**src/rtl/qnet_pkg.sv**
```systemverilog
// Shared definitions for the layer0 input quantizer.
//   state_e        : frame assembly FSM states
//   *_DEF          : default block parameters
//   FRAME_W        : packed frame width at default parameters
//   CODE_MAX       : largest quantizer code at default parameters
//   code_max()     : largest code for an arbitrary code width
package qnet_pkg;

  typedef enum logic [1:0] {
    COLLECT = 2'd0,
    DISCARD = 2'd1,
    COMMIT  = 2'd2
  } state_e;

  localparam int SAMPLE_W_DEF     = 16;
  localparam int NUM_FEATURES_DEF = 32;
  localparam int IN_BW_DEF        = 2;
  localparam int SHIFT_DEF        = 8;

  localparam int FRAME_W  = NUM_FEATURES_DEF * IN_BW_DEF;
  localparam int CODE_MAX = (1 << IN_BW_DEF) - 1;

  function automatic int code_max(input int bw);
    return (1 << bw) - 1;
  endfunction

endpackage

```
**src/rtl/qnet_feature_quant.sv**
```systemverilog
// Combinational saturating quantizer for one signed readout feature.
//   sample : SAMPLE_W-bit two's-complement feature
//   code   : IN_BW-bit code; negatives map to 0, values at or above
//            (CODE_MAX+1)<<SHIFT saturate to CODE_MAX, otherwise the
//            sample is truncated by SHIFT (no rounding)
module qnet_feature_quant
  import qnet_pkg::*;
#(
  parameter int SAMPLE_W = SAMPLE_W_DEF,
  parameter int IN_BW    = IN_BW_DEF,
  parameter int SHIFT    = SHIFT_DEF
) (
  input  logic [SAMPLE_W-1:0] sample,
  output logic [IN_BW-1:0]    code
);

  localparam logic signed [SAMPLE_W-1:0] MAX_S    = SAMPLE_W'(code_max(IN_BW));
  localparam logic        [IN_BW-1:0]    MAX_CODE = IN_BW'(code_max(IN_BW));

  function automatic logic [IN_BW-1:0] sat_code(input logic signed [SAMPLE_W-1:0] x);
    logic signed [SAMPLE_W-1:0] q;
    q = x >>> SHIFT;
    if (x < 0)
      sat_code = '0;
    else if (q > MAX_S)
      sat_code = MAX_CODE;
    else
      sat_code = q[IN_BW-1:0];
  endfunction

  assign code = sat_code($signed(sample));

endmodule

```
**src/rtl/qnet_input_quantizer.sv**
```systemverilog
// Input quantizer feeding the layer0 LUT neuron array.
// Collects one shot of NUM_FEATURES signed samples, quantizes each to
// IN_BW bits and presents the packed frame to layer0. Assembly register A
// and output register O form a double buffer so shot k+1 can be collected
// while layer0 has not yet taken shot k.
//   clk, rst_n      : clock, asynchronous active-low reset
//   s_valid/s_ready : sample handshake; s_data signed sample, s_last ends shot
//   m_valid/m_ready : packed frame handshake; m_data feature i at [i*IN_BW +: IN_BW]
//   err_len         : one-cycle pulse when a shot is shorter or longer than
//                     NUM_FEATURES samples
module qnet_input_quantizer
  import qnet_pkg::*;
#(
  parameter int SAMPLE_W     = SAMPLE_W_DEF,
  parameter int NUM_FEATURES = NUM_FEATURES_DEF,
  parameter int IN_BW        = IN_BW_DEF,
  parameter int SHIFT        = SHIFT_DEF
) (
  input  logic                          clk,
  input  logic                          rst_n,
  input  logic                          s_valid,
  output logic                          s_ready,
  input  logic [SAMPLE_W-1:0]           s_data,
  input  logic                          s_last,
  output logic                          m_valid,
  input  logic                          m_ready,
  output logic [NUM_FEATURES*IN_BW-1:0] m_data,
  output logic                          err_len
);

  localparam int OUT_W = NUM_FEATURES * IN_BW;
  localparam int IDX_W = $clog2(NUM_FEATURES);
  localparam logic [IDX_W-1:0] IDX_LAST = IDX_W'(NUM_FEATURES - 1);

  state_e             state_q, state_d;
  logic [IDX_W-1:0]   idx_q, idx_d;
  logic [OUT_W-1:0]   a_q, a_d;
  logic [OUT_W-1:0]   o_q, o_d;
  logic               o_vld_q, o_vld_d;
  logic               err_q, err_d;
  logic [IN_BW-1:0]   code;
  logic               s_fire;
  logic               m_fire;

  qnet_feature_quant #(
    .SAMPLE_W (SAMPLE_W),
    .IN_BW    (IN_BW),
    .SHIFT    (SHIFT)
  ) u_quant (
    .sample (s_data),
    .code   (code)
  );

  // Ready depends only on registered state; gating with rst_n keeps it low
  // for the whole time reset is held.
  assign s_ready = rst_n && (state_q != COMMIT);
  assign s_fire  = s_valid && s_ready;
  assign m_fire  = o_vld_q && m_ready;

  // ---- next-state: FSM, assembly slot write, output buffer ----
  always_comb begin
    state_d = state_q;
    idx_d   = idx_q;
    a_d     = a_q;
    o_d     = o_q;
    o_vld_d = o_vld_q;
    err_d   = 1'b0;

    if (m_fire)
      o_vld_d = 1'b0;

    case (state_q)
      COLLECT: begin
        if (s_fire) begin
          a_d[idx_q*IN_BW +: IN_BW] = code;
          if (idx_q == IDX_LAST) begin
            idx_d = '0;
            if (s_last) begin
              state_d = COMMIT;
            end else begin
              // Shot overran: flag once, then drop the rest up to s_last.
              err_d   = 1'b1;
              state_d = DISCARD;
            end
          end else if (s_last) begin
            idx_d = '0;
            err_d = 1'b1;
          end else begin
            idx_d = idx_q + IDX_W'(1);
          end
        end
      end
      DISCARD: begin
        if (s_fire && s_last)
          state_d = COLLECT;
      end
      COMMIT: begin
        // A copy in the same cycle O is consumed keeps m_valid high with new data.
        if (!o_vld_q || m_ready) begin
          o_d     = a_q;
          o_vld_d = 1'b1;
          state_d = COLLECT;
        end
      end
      default: state_d = COLLECT;
    endcase
  end

  // ---- register stage: control and output buffer ----
  always_ff @(posedge clk or negedge rst_n) begin
    if (!rst_n) begin
      state_q <= COLLECT;
      idx_q   <= '0;
      o_q     <= '0;
      o_vld_q <= 1'b0;
      err_q   <= 1'b0;
    end else begin
      state_q <= state_d;
      idx_q   <= idx_d;
      o_q     <= o_d;
      o_vld_q <= o_vld_d;
      err_q   <= err_d;
    end
  end

  // ---- register stage: assembly buffer (every slot rewritten per frame) ----
  always_ff @(posedge clk) begin
    a_q <= a_d;
  end

  assign m_valid = o_vld_q;
  assign m_data  = o_q;
  assign err_len = err_q;

endmodule

```
**config.mk**
```make
export PLATFORM = sky130hd
export DESIGN_NAME = qnet_input_quantizer
export DESIGN_NICKNAME = d
export VERILOG_FILES = /design/src/rtl/qnet_pkg.sv /design/src/rtl/qnet_feature_quant.sv /design/src/rtl/qnet_input_quantizer.sv
export SDC_FILE = /design/constraint.sdc
export NUM_CORES = 1
export LEC_CHECK = 0
export ABC_AREA = 1
export BUFFER_PORTS_ARGS = -buffer_cell sky130_fd_sc_hd__buf_2
export CAP_MARGIN = 15
export CORE_UTILIZATION = 43
export DETAILED_ROUTE_END_ITERATION = 6
export GPL_ROUTABILITY_DRIVEN = 0
export SLEW_MARGIN = 20
export SYNTH_ARGS = -nofsm -noshare
export SYNTH_HDL_FRONTEND = slang
export SYNTH_SLANG_ARGS = --single-unit
```
**constraint.sdc**
```tcl
create_clock -name clk -period 3.1 [get_ports clk]
set_input_delay 0.31 -clock clk [delete_from_list [all_inputs] [get_ports clk]]
set_output_delay 0.31 -clock clk [all_outputs]
set_load 0.01 [all_outputs]
```
==> qor.txt <==
Status: complete, no violations
Switching part of the total: 0.365
Final worst clock skew: 0.00535 ns
Vias per std cell: 5.14
Drt first pass iters: 5
CTS Buffer Depth: 2
Synth top area share: 0.337
Initial antenna violation count: 0
Worst path required time: 3.23 ns
Power Density: 1060 nW/um^2
Vias in the first global route: 3711
Design area: 6900 um^2
CP Class: reg -> reg
IO Count: 88
FF-to-FF setup slack: 0.35 ns
Sequential Power Share: 0.360
Max cap viols: 0
Depth of the most critical reg-to-reg path: 10
RR Endpoint: a_q[58]$_DFFE_PP_
Mapped Nets: 495
Arrival time at the worst endpoint: 2.89 ns
Post-synth top area cell: edfxtp_1
1st-iter DRT viols: 225
Largest net degree at the start of global routing: 46
N_diodes: 0
Post-CTS setup buffers: 0
IO buf count: 79
Post-Syn Area per Cell: 12.1 um^2
Root Driver: clkbuf_16
Final Hold Violating Endpoints: 0
ANT nets after route: 0
Logic pwr share: 0.376
First-pass GRT wire length: 18800 um
CTS tree: done
Slowest cell on the critical path: dfrtp_1
Sequential area share after synthesis: 0.657
Die Y: 117 um
DP Area: 6310 um^2
CP Max Fanout: 14
Hold endpoint: state_q[1]$_DFFE_PN0P_
VDD IR max: 688 uV
Fin crit period: 2.75 ns
Clk pwr share: 0.264
Mapped Cells: 470
Final WL: 11700 um
Syn-to-layout area delta: 20.8%
Avg WL per Cell: 15.8 um
DR vias: 3824
Setup TNS: 0 ns
Setup Viol. Count Final: 0
Synth area leaders: edfxtp_1 (34%), dfrtp_1 (32%), mux2_2 (13%), nor2_1 (7.2%), nand3_1 (3.2%)
Total die area: 13700 um^2
Yosys reg bits: 137
Num CTS Buffers: 17
Layout net count: 584
Slew Limit Fails: 0
Core area: 12800 um^2
Reg clk slew, reported paths: 0.05 ns
FF-to-FF Start: idx_q[0]$_DFFE_PN0P_
Row Count: 41
Setup crit end kind: flop
Fillers: 1094
Commonest non-fill, non-tap cell in the layout: nor2_1
H-tree depth: 4
LEAKAGE: 2.81 nW
Fraction of layout cells with a size suffix above 1: 0.337
Hold Startpoint: s_last
Internal power: 4.65 mW
Die width: 117 um
DRC violations left: 0
GRT Total Usage: 0.186
Critical Path Start Type: flop
Layout Utilization: 0.540
Final period util: 0.888
CP startpoint: idx_q[0]$_DFFE_PN0P_
Worst slew pin tran: 0.786 ns
Min-delay worst type: in -> reg
Initial Util: 0.447
Detailed Place HPWL: 8040 um
Post-Synthesis Cell Area: 5710 um^2
Commonest non-fill, non-tap cells in the layout: nor2_1 (109), buf_2 (79), dfrtp_1 (73)
Clock sinks: 137
Max stage delay on crit path: 0.54 ns
Worst skew pair latency: 0.41 ns
Sw power: 2.67 mW
Yosys warnings: 0
Max-Slew Margin vs Limit: 0.474
FMAX: 363 MHz
CP cell instances: inv_4 > ha_1 > nand3_1 > inv_1 > ha_1 > clkinv_1 > nand2_1 > inv_1 > nand2_1 > nor2_1
Hold depth: 3
Synth unique cells: 29
GRT overflow: 0
Unrepaired setup endpoints after global routing: no
==> metal layers <==
metal / vias up / global-route usage / wire, um
met5: - / 0 / 0
met4: 0 / 0.0726 / 135
met3: 12 / 0.0474 / 631
met2: 119 / 0.280 / 5400
met1: 1884 / 0.258 / 5570
li1: 1809 / - / -
==> stage by stage <==
step,hold WS (ns),cells,power [mW],setup slack [ns]
after floorplan,0.0144,470,4.49,0.749
after global placement,0.439,711,5.32,0.462
after detailed placement,0.438,711,5.41,0.373
after CTS,0.179,744,7.36,0.352
after global routing,0.201,744,7.80,0.130
final,0.191,744,7.32,0.346
==> cells by family after synthesis <==
| kind of cell | after synthesis | synth area share |
|---|---|---|
| compound gates | 10 | 0.00986 |
| xor+xnor | 1 | 0.00153 |
| fa+ha+maj | 4 | 0.00877 |
| buf+inv | 50 | 0.0366 |
| flops | 137 | 0.657 |
| mux | 64 | 0.126 |
| simple gates | 204 | 0.160 |
==> power by group through the flow <==
| stage | clock [mW] | sequential [mW] | combinational [mW] |
|---|---|---|---|
| after floorplan | 0 | 2.86 | 1.63 |
| after global placement | 0 | 2.65 | 2.67 |
| after detailed placement | 0 | 2.67 | 2.74 |
| after CTS | 1.98 | 2.64 | 2.75 |
| after global routing | 2.06 | 2.70 | 3.03 |
| final | 1.93 | 2.64 | 2.75 |
==> synthesized netlist by cell type (all sizes together) <==
cell type and count:
a21oi 2, clkinv 2, inv 27, nor2 111
o31ai 1, ha 4, clkbuf 7, nand4 23
o21ai 5, dfrtp 73, nand2 23, xnor2 1
nand3 37, edfxtp 64, buf 14, nor3 10
mux2 64, o22ai 1, o21a 1
==> state kept, by name (all words and copies together) (netlist names) <==
signal / cells
err_len: 1
a_q: 64
m_data: 64
state_q: 2
idx_q: 5
m_valid: 1
==> final cells by class <==
type	count	area [um^2]	share of cell area
sequential	137	3750	0.543
timing repair buffer	91	488	0.0707
tap	172	215	0.0312
inverter	29	111	0.0161
clock inverter	7	62.6	0.00907
clock buffer	25	518	0.0751
multi-input combinational	283	1750	0.254
==> critical path, delay by kind of cell, from the launching register on <==
family                   cells  cell delay, ns
adder cells (fa/ha/maj)      2            0.78
buffers and inverters        4            0.43
flip-flops                   1            0.54
AND/OR/NAND/NOR              4            0.73
==> how the worst max path moves through the flow <==
stage / end / slack [ns] / depth (start not counted)
global placement: a_q[54]$_DFFE_PP_ / 0.46 / 10
CTS: a_q[58]$_DFFE_PP_ / 0.35 / 10
floorplan: a_q[34]$_DFFE_PP_ / 0.75 / 11
global route: a_q[58]$_DFFE_PP_ / 0.13 / 10
detailed placement: a_q[61]$_DFFE_PP_ / 0.37 / 10
finish: a_q[58]$_DFFE_PP_ / 0.35 / 10
==> timing repair <==
item | CTS | global route
hold buffers | 1 | 0
resized for setup | 0 | 0
hold endpoints to repair | 11 | 0
No activity file was read; power rests on OpenSTA's default activity.
